## config.mk

```make
export PLATFORM = sky130hd
export DESIGN_NAME = wb_ram_arbiter_flat
export DESIGN_NICKNAME = d
export VERILOG_FILES = /design/src/rtl/wb_arb_pkg.sv /design/src/rtl/wb_ram_arbiter_if.sv /design/src/rtl/wb_arb_watchdog.sv /design/src/rtl/wb_ram_arbiter.sv /design/src/flat_wrapper.sv
export SDC_FILE = /design/constraint.sdc
export NUM_CORES = 1
export LEC_CHECK = 0
export CORE_AREA = 3 3 126 128
export DETAILED_ROUTE_END_ITERATION = 10
export DIE_AREA = 0 0 129 131
export SLEW_MARGIN = 20
export SYNTH_ARGS = -nofsm -noshare
export SYNTH_HDL_FRONTEND = slang
export SYNTH_SLANG_ARGS = --single-unit
```

## constraint.sdc

```tcl
create_clock -name clk -period 3.8 [get_ports clk]
set_input_delay 0.76 -clock clk [delete_from_list [all_inputs] [get_ports clk]]
set_output_delay 0.76 -clock clk [all_outputs]
set_load 0.02 [all_outputs]
```

## src/rtl/wb_arb_pkg.sv

```systemverilog
// Shared types and helpers for the frame-RAM Wishbone arbiter.
// Holds the FSM state encoding and the round-robin/urgent pick function.
package wb_arb_pkg;

    typedef enum logic [1:0] {
        StIdle,
        StOwn0,
        StOwn1,
        StAbort
    } arb_state_e;

    localparam int unsigned M0_IDX     = 0;
    localparam int unsigned M1_IDX     = 1;
    localparam logic [1:0]  GRANT_NONE = 2'b00;

    // last: 0 = M0 served last, 1 = M1 served last. Urgent M1 beats fairness on a tie.
    function automatic logic [1:0] rr_pick(logic [1:0] req, logic last, logic urgent);
        logic [1:0] pick;
        pick = GRANT_NONE;
        case (req)
            2'b01:   pick = 2'b01;
            2'b10:   pick = 2'b10;
            2'b11:   pick = (urgent || !last) ? 2'b10 : 2'b01;
            default: pick = GRANT_NONE;
        endcase
        return pick;
    endfunction

endpackage

```

## src/rtl/wb_ram_arbiter_if.sv

```systemverilog
// One Wishbone link (controls, address, data, ACK/ERR) with master/slave views.
// The arbiter sees requesters through the slave view and the RAM through the master view.
interface wb_ram_arbiter_if #(
    parameter int unsigned ADDR_W = 32,
    parameter int unsigned DATA_W = 32
);

    logic              stb;
    logic              cyc;
    logic              lock;
    logic              we;
    logic [3:0]        sel;
    logic [ADDR_W-1:0] adr;
    logic [DATA_W-1:0] wdat;
    logic [DATA_W-1:0] rdat;
    logic              ack;
    logic              err;

    modport master (
        output stb, cyc, lock, we, sel, adr, wdat,
        input  ack, err, rdat
    );

    modport slave (
        input  stb, cyc, lock, we, sel, adr, wdat,
        output ack, err, rdat
    );

endinterface

```

## src/rtl/wb_arb_watchdog.sv

```systemverilog
// Stall counter for the current grant: counts STB-without-ACK cycles and
// flags expiry on the stalled cycle that brings the count to TIMEOUT-1.
module wb_arb_watchdog #(
    parameter int unsigned TIMEOUT = 64
) (
    input  logic clk,
    input  logic nRST,
    input  logic clr,
    input  logic inc,
    output logic expired
);

    localparam int unsigned     CNT_W = $clog2(TIMEOUT);
    localparam logic [CNT_W-1:0] LAST = CNT_W'(TIMEOUT - 2);

    logic [CNT_W-1:0] cnt_q, cnt_d;

    always_comb begin
        cnt_d = cnt_q;
        if (clr) begin
            cnt_d = '0;
        end else if (inc) begin
            cnt_d = cnt_q + CNT_W'(1);
        end
    end

    always_ff @(posedge clk or negedge nRST) begin
        if (!nRST) begin
            cnt_q <= '0;
        end else begin
            cnt_q <= cnt_d;
        end
    end

    assign expired = inc && (cnt_q == LAST);

endmodule

```

## src/rtl/wb_ram_arbiter.sv

```systemverilog
// Two-requester Wishbone arbiter for frame RAM: video_in writer (M0) and video_out reader (M1).
// Grants are held for a whole CYC/LOCK transaction; a watchdog aborts stalled owners with ERR.
module wb_ram_arbiter
    import wb_arb_pkg::*;
#(
    parameter int unsigned ADDR_W  = 32,
    parameter int unsigned DATA_W  = 32,
    parameter int unsigned TIMEOUT = 64
) (
    input  logic                   clk,
    input  logic                   nRST,
    wb_ram_arbiter_if.slave        m0,
    wb_ram_arbiter_if.slave        m1,
    input  logic                   m1_urgent,
    wb_ram_arbiter_if.master       s,
    output logic [1:0]             grant,
    output logic                   timeout_irq
);

    arb_state_e state_q, state_d;
    logic       last_q, last_d;

    logic       own;
    logic       owner;
    logic       own_cyc, own_lock, own_stb;
    logic [1:0] pick;
    logic       wd_clr, wd_inc, wd_expired;

    logic [ADDR_W-1:0] adr_mux;
    logic [DATA_W-1:0] wdat_mux;

    assign own      = (state_q == StOwn0) || (state_q == StOwn1);
    assign owner    = (state_q == StOwn1);
    assign own_cyc  = owner ? m1.cyc  : m0.cyc;
    assign own_lock = owner ? m1.lock : m0.lock;
    assign own_stb  = owner ? m1.stb  : m0.stb;
    assign pick     = rr_pick({m1.cyc, m0.cyc}, last_q, m1_urgent);

    // ACK wins over a same-cycle expiry because a stall cycle requires ACK low.
    assign wd_inc = own && own_stb && !s.ack;
    assign wd_clr = !own || s.ack;

    wb_arb_watchdog #(
        .TIMEOUT (TIMEOUT)
    ) u_watchdog (
        .clk     (clk),
        .nRST    (nRST),
        .clr     (wd_clr),
        .inc     (wd_inc),
        .expired (wd_expired)
    );

    always_comb begin
        state_d = state_q;
        last_d  = last_q;
        unique case (state_q)
            StIdle: begin
                if (pick == 2'b01) begin
                    state_d = StOwn0;
                end else if (pick == 2'b10) begin
                    state_d = StOwn1;
                end
            end
            StOwn0, StOwn1: begin
                if (!own_cyc && !own_lock) begin
                    state_d = StIdle;
                    last_d  = owner;
                end else if (wd_expired) begin
                    // Pointer moves now so ABORT knows whose ERR to raise.
                    state_d = StAbort;
                    last_d  = owner;
                end
            end
            StAbort: state_d = StIdle;
            default: state_d = StIdle;
        endcase
    end

    always_ff @(posedge clk or negedge nRST) begin
        if (!nRST) begin
            state_q <= StIdle;
            last_q  <= 1'b1;
        end else begin
            state_q <= state_d;
            last_q  <= last_d;
        end
    end

    always_comb begin
        grant = GRANT_NONE;
        if (state_q == StOwn0) begin
            grant[M0_IDX] = 1'b1;
        end else if (state_q == StOwn1) begin
            grant[M1_IDX] = 1'b1;
        end
    end

    // All RAM-side outputs are zero unless someone owns the bus.
    always_comb begin
        s.stb    = 1'b0;
        s.cyc    = 1'b0;
        s.lock   = 1'b0;
        s.we     = 1'b0;
        s.sel    = 4'h0;
        adr_mux  = '0;
        wdat_mux = '0;
        unique case (grant)
            2'b01: begin
                s.stb    = m0.stb;
                s.cyc    = m0.cyc;
                s.lock   = m0.lock;
                s.we     = m0.we;
                s.sel    = m0.sel;
                adr_mux  = m0.adr;
                wdat_mux = m0.wdat;
            end
            2'b10: begin
                s.stb    = m1.stb;
                s.cyc    = m1.cyc;
                s.lock   = m1.lock;
                s.we     = m1.we;
                s.sel    = m1.sel;
                adr_mux  = m1.adr;
                wdat_mux = m1.wdat;
            end
            default: ;
        endcase
    end

    assign s.adr  = adr_mux;
    assign s.wdat = wdat_mux;

    assign m0.ack  = grant[M0_IDX] && s.ack;
    assign m1.ack  = grant[M1_IDX] && s.ack;
    assign m0.rdat = s.rdat;
    assign m1.rdat = s.rdat;

    assign timeout_irq = (state_q == StAbort);
    assign m0.err      = timeout_irq && !last_q;
    assign m1.err      = timeout_irq && last_q;

endmodule

```

## src/flat_wrapper.sv

```systemverilog
// flat-port wrapper written by rule: the top's interface ports become plain ports
module wb_ram_arbiter_flat import wb_arb_pkg::*;
#(
    parameter int unsigned ADDR_W  = 32,
    parameter int unsigned DATA_W  = 32,
    parameter int unsigned TIMEOUT = 64
)
  (clk, nRST, m1_urgent, grant, timeout_irq, m0_stb, m0_cyc, m0_lock, m0_we, m0_sel, m0_adr, m0_wdat, m0_ack, m0_err, m0_rdat, m1_stb, m1_cyc, m1_lock, m1_we, m1_sel, m1_adr, m1_wdat, m1_ack, m1_err, m1_rdat, s_stb, s_cyc, s_lock, s_we, s_sel, s_adr, s_wdat, s_ack, s_err, s_rdat);
  wb_ram_arbiter_if #(.ADDR_W(ADDR_W), .DATA_W(DATA_W)) m0_i ();
  wb_ram_arbiter_if #(.ADDR_W(ADDR_W), .DATA_W(DATA_W)) m1_i ();
  wb_ram_arbiter_if #(.ADDR_W(ADDR_W), .DATA_W(DATA_W)) s_i ();
  input  logic clk;
  input  logic nRST;
  input  logic m1_urgent;
  output logic [1:0] grant;
  output logic timeout_irq;
  input wire logic [$bits(m0_i.stb)-1:0] m0_stb;
  input wire logic [$bits(m0_i.cyc)-1:0] m0_cyc;
  input wire logic [$bits(m0_i.lock)-1:0] m0_lock;
  input wire logic [$bits(m0_i.we)-1:0] m0_we;
  input wire logic [$bits(m0_i.sel)-1:0] m0_sel;
  input wire logic [$bits(m0_i.adr)-1:0] m0_adr;
  input wire logic [$bits(m0_i.wdat)-1:0] m0_wdat;
  output wire logic [$bits(m0_i.ack)-1:0] m0_ack;
  output wire logic [$bits(m0_i.err)-1:0] m0_err;
  output wire logic [$bits(m0_i.rdat)-1:0] m0_rdat;
  input wire logic [$bits(m1_i.stb)-1:0] m1_stb;
  input wire logic [$bits(m1_i.cyc)-1:0] m1_cyc;
  input wire logic [$bits(m1_i.lock)-1:0] m1_lock;
  input wire logic [$bits(m1_i.we)-1:0] m1_we;
  input wire logic [$bits(m1_i.sel)-1:0] m1_sel;
  input wire logic [$bits(m1_i.adr)-1:0] m1_adr;
  input wire logic [$bits(m1_i.wdat)-1:0] m1_wdat;
  output wire logic [$bits(m1_i.ack)-1:0] m1_ack;
  output wire logic [$bits(m1_i.err)-1:0] m1_err;
  output wire logic [$bits(m1_i.rdat)-1:0] m1_rdat;
  output wire logic [$bits(s_i.stb)-1:0] s_stb;
  output wire logic [$bits(s_i.cyc)-1:0] s_cyc;
  output wire logic [$bits(s_i.lock)-1:0] s_lock;
  output wire logic [$bits(s_i.we)-1:0] s_we;
  output wire logic [$bits(s_i.sel)-1:0] s_sel;
  output wire logic [$bits(s_i.adr)-1:0] s_adr;
  output wire logic [$bits(s_i.wdat)-1:0] s_wdat;
  input wire logic [$bits(s_i.ack)-1:0] s_ack;
  input wire logic [$bits(s_i.err)-1:0] s_err;
  input wire logic [$bits(s_i.rdat)-1:0] s_rdat;
  assign m0_i.stb = m0_stb;
  assign m0_i.cyc = m0_cyc;
  assign m0_i.lock = m0_lock;
  assign m0_i.we = m0_we;
  assign m0_i.sel = m0_sel;
  assign m0_i.adr = m0_adr;
  assign m0_i.wdat = m0_wdat;
  assign m0_ack = m0_i.ack;
  assign m0_err = m0_i.err;
  assign m0_rdat = m0_i.rdat;
  assign m1_i.stb = m1_stb;
  assign m1_i.cyc = m1_cyc;
  assign m1_i.lock = m1_lock;
  assign m1_i.we = m1_we;
  assign m1_i.sel = m1_sel;
  assign m1_i.adr = m1_adr;
  assign m1_i.wdat = m1_wdat;
  assign m1_ack = m1_i.ack;
  assign m1_err = m1_i.err;
  assign m1_rdat = m1_i.rdat;
  assign s_stb = s_i.stb;
  assign s_cyc = s_i.cyc;
  assign s_lock = s_i.lock;
  assign s_we = s_i.we;
  assign s_sel = s_i.sel;
  assign s_adr = s_i.adr;
  assign s_wdat = s_i.wdat;
  assign s_i.ack = s_ack;
  assign s_i.err = s_err;
  assign s_i.rdat = s_rdat;
  wb_ram_arbiter #(.ADDR_W(ADDR_W), .DATA_W(DATA_W), .TIMEOUT(TIMEOUT)) u_core (.clk(clk), .nRST(nRST), .m0(m0_i), .m1(m1_i), .m1_urgent(m1_urgent), .s(s_i), .grant(grant), .timeout_irq(timeout_irq));
endmodule
```

# Word level (Yosys, flattened, before mapping)
# Index checks and enable logic that the tools add are counted.
# W data, S select, Z words.
[word_totals]
ff_bits = 9
latchBits = 0
mem_bits_rw = 0
rom_bits = 0
in_bits = 181
output_inout_bits = 143
elab_cells = 63
n_memories = 0
[classes]
addsub = 1
n_mul = 0
div = 0
order_cmp = 0
eq_ne = 13
shifts = 0
muxes = 24
bitwise_logic = 0
reduce_logical = 22
[ops]
columns = ["operator", "count"]
rows = [
  ["$pmux W32 S2", 2],
  ["$eq A2 B2 Y1 const B", 6],
  ["$mux W6", 2],
  ["$pmux W2 S3", 2],
  ["$mux W2", 5],
  ["$eq A2 B1 Y1 const B", 4],
  ["$logic_and A1 B1 Y1", 8],
  ["$mux W1", 8],
  ["$pmux W1 S2", 4],
  ["$pmux W4 S2", 1],
  ["$add A6 B1 Y6 const B", 1],
  ["$eq A6 B6 Y1 const B", 1],
  ["$logic_not A1 Y1", 5],
  ["$reduce_and A2 Y1", 2],
  ["$reduce_bool A2 Y1", 2],
  ["$logic_or A1 B1 Y1", 3],
  ["$ne A3 B1 Y1 const B", 1],
  ["$ne A3 B2 Y1 const B", 1],
  ["$logic_not A2 Y1", 1],
  ["$reduce_or A2 Y1", 1],
]

# Longest topological paths before layout
[logic_depth]
word_depth = 8
depth_mapped = 6

# Hierarchy
# From an unflattened synthesis, not the netlist that was laid out.
[hier_totals]
hier_cells = 302
hier_area_um2 = 2225.9
[modules_own_cells]
columns = ["module", "n_inst", "cells_per_inst", "area_per_inst_um2", "seq_area_each_um2"]
rows = [
  ["wb_ram_arbiter", 1, 272, 1921.8, 76.3],
  ["wb_arb_watchdog", 1, 30, 304.0, 150.1],
]

# Worst setup path after synthesis
# Ideal clock, no wire load.
[synth_timing]
path_kind = "register to output"
start = "register u_core.state_q[0]"
end = "output s_adr[30]"
arrival_time_ns = 1.610
required_ns = 3.040
setup_slack_ns = 1.430
path_stages_with_launch = 7
n_path_buf = 2
cell_sequence = "dfrtp_1 > inv_1 > ha_1 > clkbuf_1 > clkbuf_1 > a22oi_1 > nor2_1"
[synth_between]
elab_chain_len = 5
elab_cells_between_ends = 8
[synth_lines]
columns = ["item", "line_no", "rtl"]
rows = [
  ["from (decl)", "wb_ram_arbiter.sv:20", "arb_state_e state_q, state_d;"],
  ["from (signal assigned)", "wb_ram_arbiter.sv:81", "state_q <= StIdle;"],
  ["from (signal assigned)", "wb_ram_arbiter.sv:84", "state_q <= state_d;"],
  ["$eq A2 B2 Y1", "wb_ram_arbiter.sv:93", "end else if (state_q == StOwn1) begin"],
  ["$mux W1", "wb_ram_arbiter.sv:93", ""],
  ["$mux W1", "wb_ram_arbiter.sv:91", "if (state_q == StOwn0) begin"],
  ["$eq A2 B2 Y1 / $eq A2 B1 Y1 (equally long branches)", "wb_ram_arbiter.sv:107", "unique case (grant)"],
  ["$pmux W32 S2 *", "wb_ram_arbiter.sv:107", ""],
  ["to (decl)", "flat_wrapper.sv:42", "output wire logic [$bits(s_i.adr)-1:0] s_adr;"],
]
# Mark *: on every way between the ends. The rest lies on a longest branch, timed or not.

# Final worst setup path
[layout_timing]
start = "register u_core.state_q[1]"
end = "output s_wdat[22]"
[layout_between]
elab_chain_len = 5
elab_cells_between_ends = 8
[layout_lines]
columns = ["item", "line_no", "rtl"]
rows = [
  ["$eq A2 B2 Y1", "wb_ram_arbiter.sv:93", ""],
  ["$mux W1", "wb_ram_arbiter.sv:93", ""],
  ["$mux W1", "wb_ram_arbiter.sv:91", ""],
  ["$eq A2 B2 Y1 / $eq A2 B1 Y1 (equally long branches)", "wb_ram_arbiter.sv:107", ""],
  ["$pmux W32 S2 *", "wb_ram_arbiter.sv:107", ""],
  ["to (decl)", "flat_wrapper.sv:43", "output wire logic [$bits(s_i.wdat)-1:0] s_wdat;"],
]
# Marked as above.

==> metrics.yaml <==
place:
  io_buffer_count: 226
  dp.cells: 630
  gp_congestion: 0.708
  dpl.hpwl_mm: 7.54
synth:
  yosysWarnings: 0
  ys_types: 30
  synthFlopType: "dfrtp_1"
  yosys-top-cells-count: "nor2_1, a22oi_1, buf_4"
  syn_area_sq_mm: 0.00204
  synthesis.nets: 487
  synth_top_cells_by_area: "a22oi_1, buf_4, nor2_1"
  yosysSeqAreaShare: 0.111
  synth_edf_count: 0
  async_flop_share: 1.00
  yosysTopAreaCellShare: 0.265
  ys_ff_latch: 9
  synth.most_common_cell: "nor2_1"
  synth.avg_cell_area_sq_um: 6.88
  synthCells: 297
  synth_top_cell_by_area: "a22oi_1"
layout:
  syn_to_final_growth_pct: 101
  stdcell_count: 634
  diodes: 0
  fill_cells: 1592
  drive_gt1_frac: 0.0471
  seq_area_sq_um: 226
  multi_input_area_sq_mm: 0.00123
  nNetsFinal: 637
sta:
  whs_ns: 0.534
  min_period_ns: 3.23
  slew_headroom: 0.712
  rsz0062_at_grt: "false"
  slew_violations: 0
  fmax_mhz: 309
  tightest_slew_ns: 0.432
  finalCritPeriodShare: 0.851
  setup_viol: 0
  skew_ns: 0.000532
  tns_ns: 0
  finalHoldViolCount: 0
routing:
  post_drt_via_cell_ratio: 4.09
  detail-route-antenna-nets: 0
  wl_per_cell_um: 14.5
  vias: 2594
  drt_pass1_iterations: 4
  initialDrtViolationCount: 102
  drc_errors: 0
  finalWirelength_mm: 9.17
critical_path:
  worst-setup-path-type: "register to primary output"
  cp_max_fo: 40
  crit_path_end_kind: "primary output"
  worstPathArrival_ns: 2.47
  crit_chain: "inv_1 -> ha_2 -> buf_4 -> a22oi_1 -> nor2_1 -> clkdlybuf4s50_1"
  critPathRequiredTime_ns: 3.04
  cp_slowest_cell: "clkdlybuf4s50_1"
  critPathMaxStageDelay_ns: 0.68
  start_kind: "register"
global_routing:
  grt_pass1_wl_mm: 12.5
  grt_usage: 0.0912
  antenna_found_initial: 0
  grt_overflow: 0
  grt_max_degree: 41
  grt_pass1_vias: 2448
cts:
  cts_tree: "done"
  htree_num_levels: 1
  clk_pin_slew_ns: 0.04
  cts_buffers: 3
  cts.root.buffer_cell: "clkbuf_16"
  cts_buffer_depth: 2
  post_cts_resized: 0
  clkSinkCount: 9
  cts_setup_buffers: 0
  clock_latency_ns: 0.23
  ctsHoldBuffers: 0
floorplanning:
  pin_count: 324
  dieArea_sq_mm: 0.0169
  core_area_sq_mm: 0.0150
  num_rows: 45
  die_x_um: 129
  die_y_um: 131
  initial_utilization: 0.136
pwr:
  p_leak_uw: 0.00154
  peakVddDrop_v: 0.000345
  power.density_mw_per_mm2: 723
  p_total_uw: 2970
run_status:
  status: "completed"
min_path:
  hold_class: "register to register"
run:
  maxCapViolCount: 0
[cells in the final DEF, fill, tap and decap left out, types with 4 or more instances in the layout]
| cell type | n |
|---|---|
| a22oi_1 | 72 |
| buf_4 | 6 |
| clkdlybuf4s50_1 | 226 |
| dfrtp_1 | 8 |
| ha_1 | 7 |
| inv_1 | 4 |
| nand2_1 | 5 |
| nor2_1 | 80 |
| xor2_1 | 4 |
[cells by family (layout without fill, tap and decap cells)]
| logic type | after synthesis | in the layout | share of synthesized area |
|---|---|---|---|
| adder cells (fa/ha/maj) | 9 | 9 | 0.0551 |
| XOR/XNOR | 5 | 5 | 0.0214 |
| AND/OR/NAND/NOR | 97 | 97 | 0.206 |
| buffers and inverters | 93 | 242 | 0.290 |
| AO/OA/AOI/OAI | 80 | 80 | 0.293 |
| flip-flops | 9 | 9 | 0.111 |
| multiplexers | 4 | 4 | 0.0239 |
[critical path, delay by kind of cell (launching register included)]
family                   cells  cell delay (ns)
AND/OR/NAND/NOR              1             0.24
flip-flops                   1             0.42
buffers and inverters        3             1.19
AO/OA/AOI/OAI                1             0.16
adder cells (fa/ha/maj)      1             0.20
[path summary, 6_finish.rpt]
kind / startpoint / endpoint / slack, ns / cells past startpoint
max reg2reg: u_core.state_q[0] / u_core.state_q[1] / 1.49 / 7
max: u_core.state_q[1] / s_wdat[22] / 0.57 / 6
max in group asynchronous: nRST / u_core.last_q / 2.65 / 1
min reg2reg: u_core.u_watchdog.cnt_q[5] / u_core.u_watchdog.cnt_q[5] / 0.53 / 2
min in group asynchronous: nRST / u_core.u_watchdog.cnt_q[5] / 0.83 / 1
min: u_core.u_watchdog.cnt_q[5] / u_core.u_watchdog.cnt_q[5] / 0.53 / 2
[power by group]
| part | total, uW | internal (uW) | switching [uW] |
|---|---|---|---|
| clock | 186 | 140 | 45.7 |
| combinational | 2630 | 1180 | 1450 |
| sequential | 156 | 126 | 30.2 |
| total | 2970 | 1450 | 1530 |
[registers in the layout, indices dropped and copies added, names as in the netlist]
signal and flops:
u_core.state_q 2, u_core.u_watchdog.cnt_q 6, u_core.last_q 1
[layer usage]
| metal | vias up | wire length (um) | GRT usage |
|---|---|---|---|
| met4 | 0 | 188 | 0.0278 |
| met2 | 128 | 4750 | 0.165 |
| met5 | - | 0 | 0 |
| met1 | 1172 | 3360 | 0.103 |
| met3 | 27 | 873 | 0.0289 |
| li1 | 1267 | - | - |
[through the flow]
stage          setup WS (ns)  cell area (sq um)   util
6_report               0.568               4120  0.275
5_1_grt                0.447               4120  0.275
4_1_cts                0.570               4120  0.275
3_5_place_dp           0.824               4040  0.270
3_3_place_gp           0.825               4040  0.270
2_1_floorplan           1.43               2040      -
[area by class of cell]
| cell class | count | share of cell area |
|---|---|---|
| inverters | 5 | 0.00456 |
| clock buffers | 4 | 0.0192 |
| flip-flops and latches | 9 | 0.0550 |
| multi-input cells | 195 | 0.299 |
| repair buffers | 233 | 0.566 |
| well taps | 188 | 0.0572 |
No activity file was read; power rests on OpenSTA's default activity.
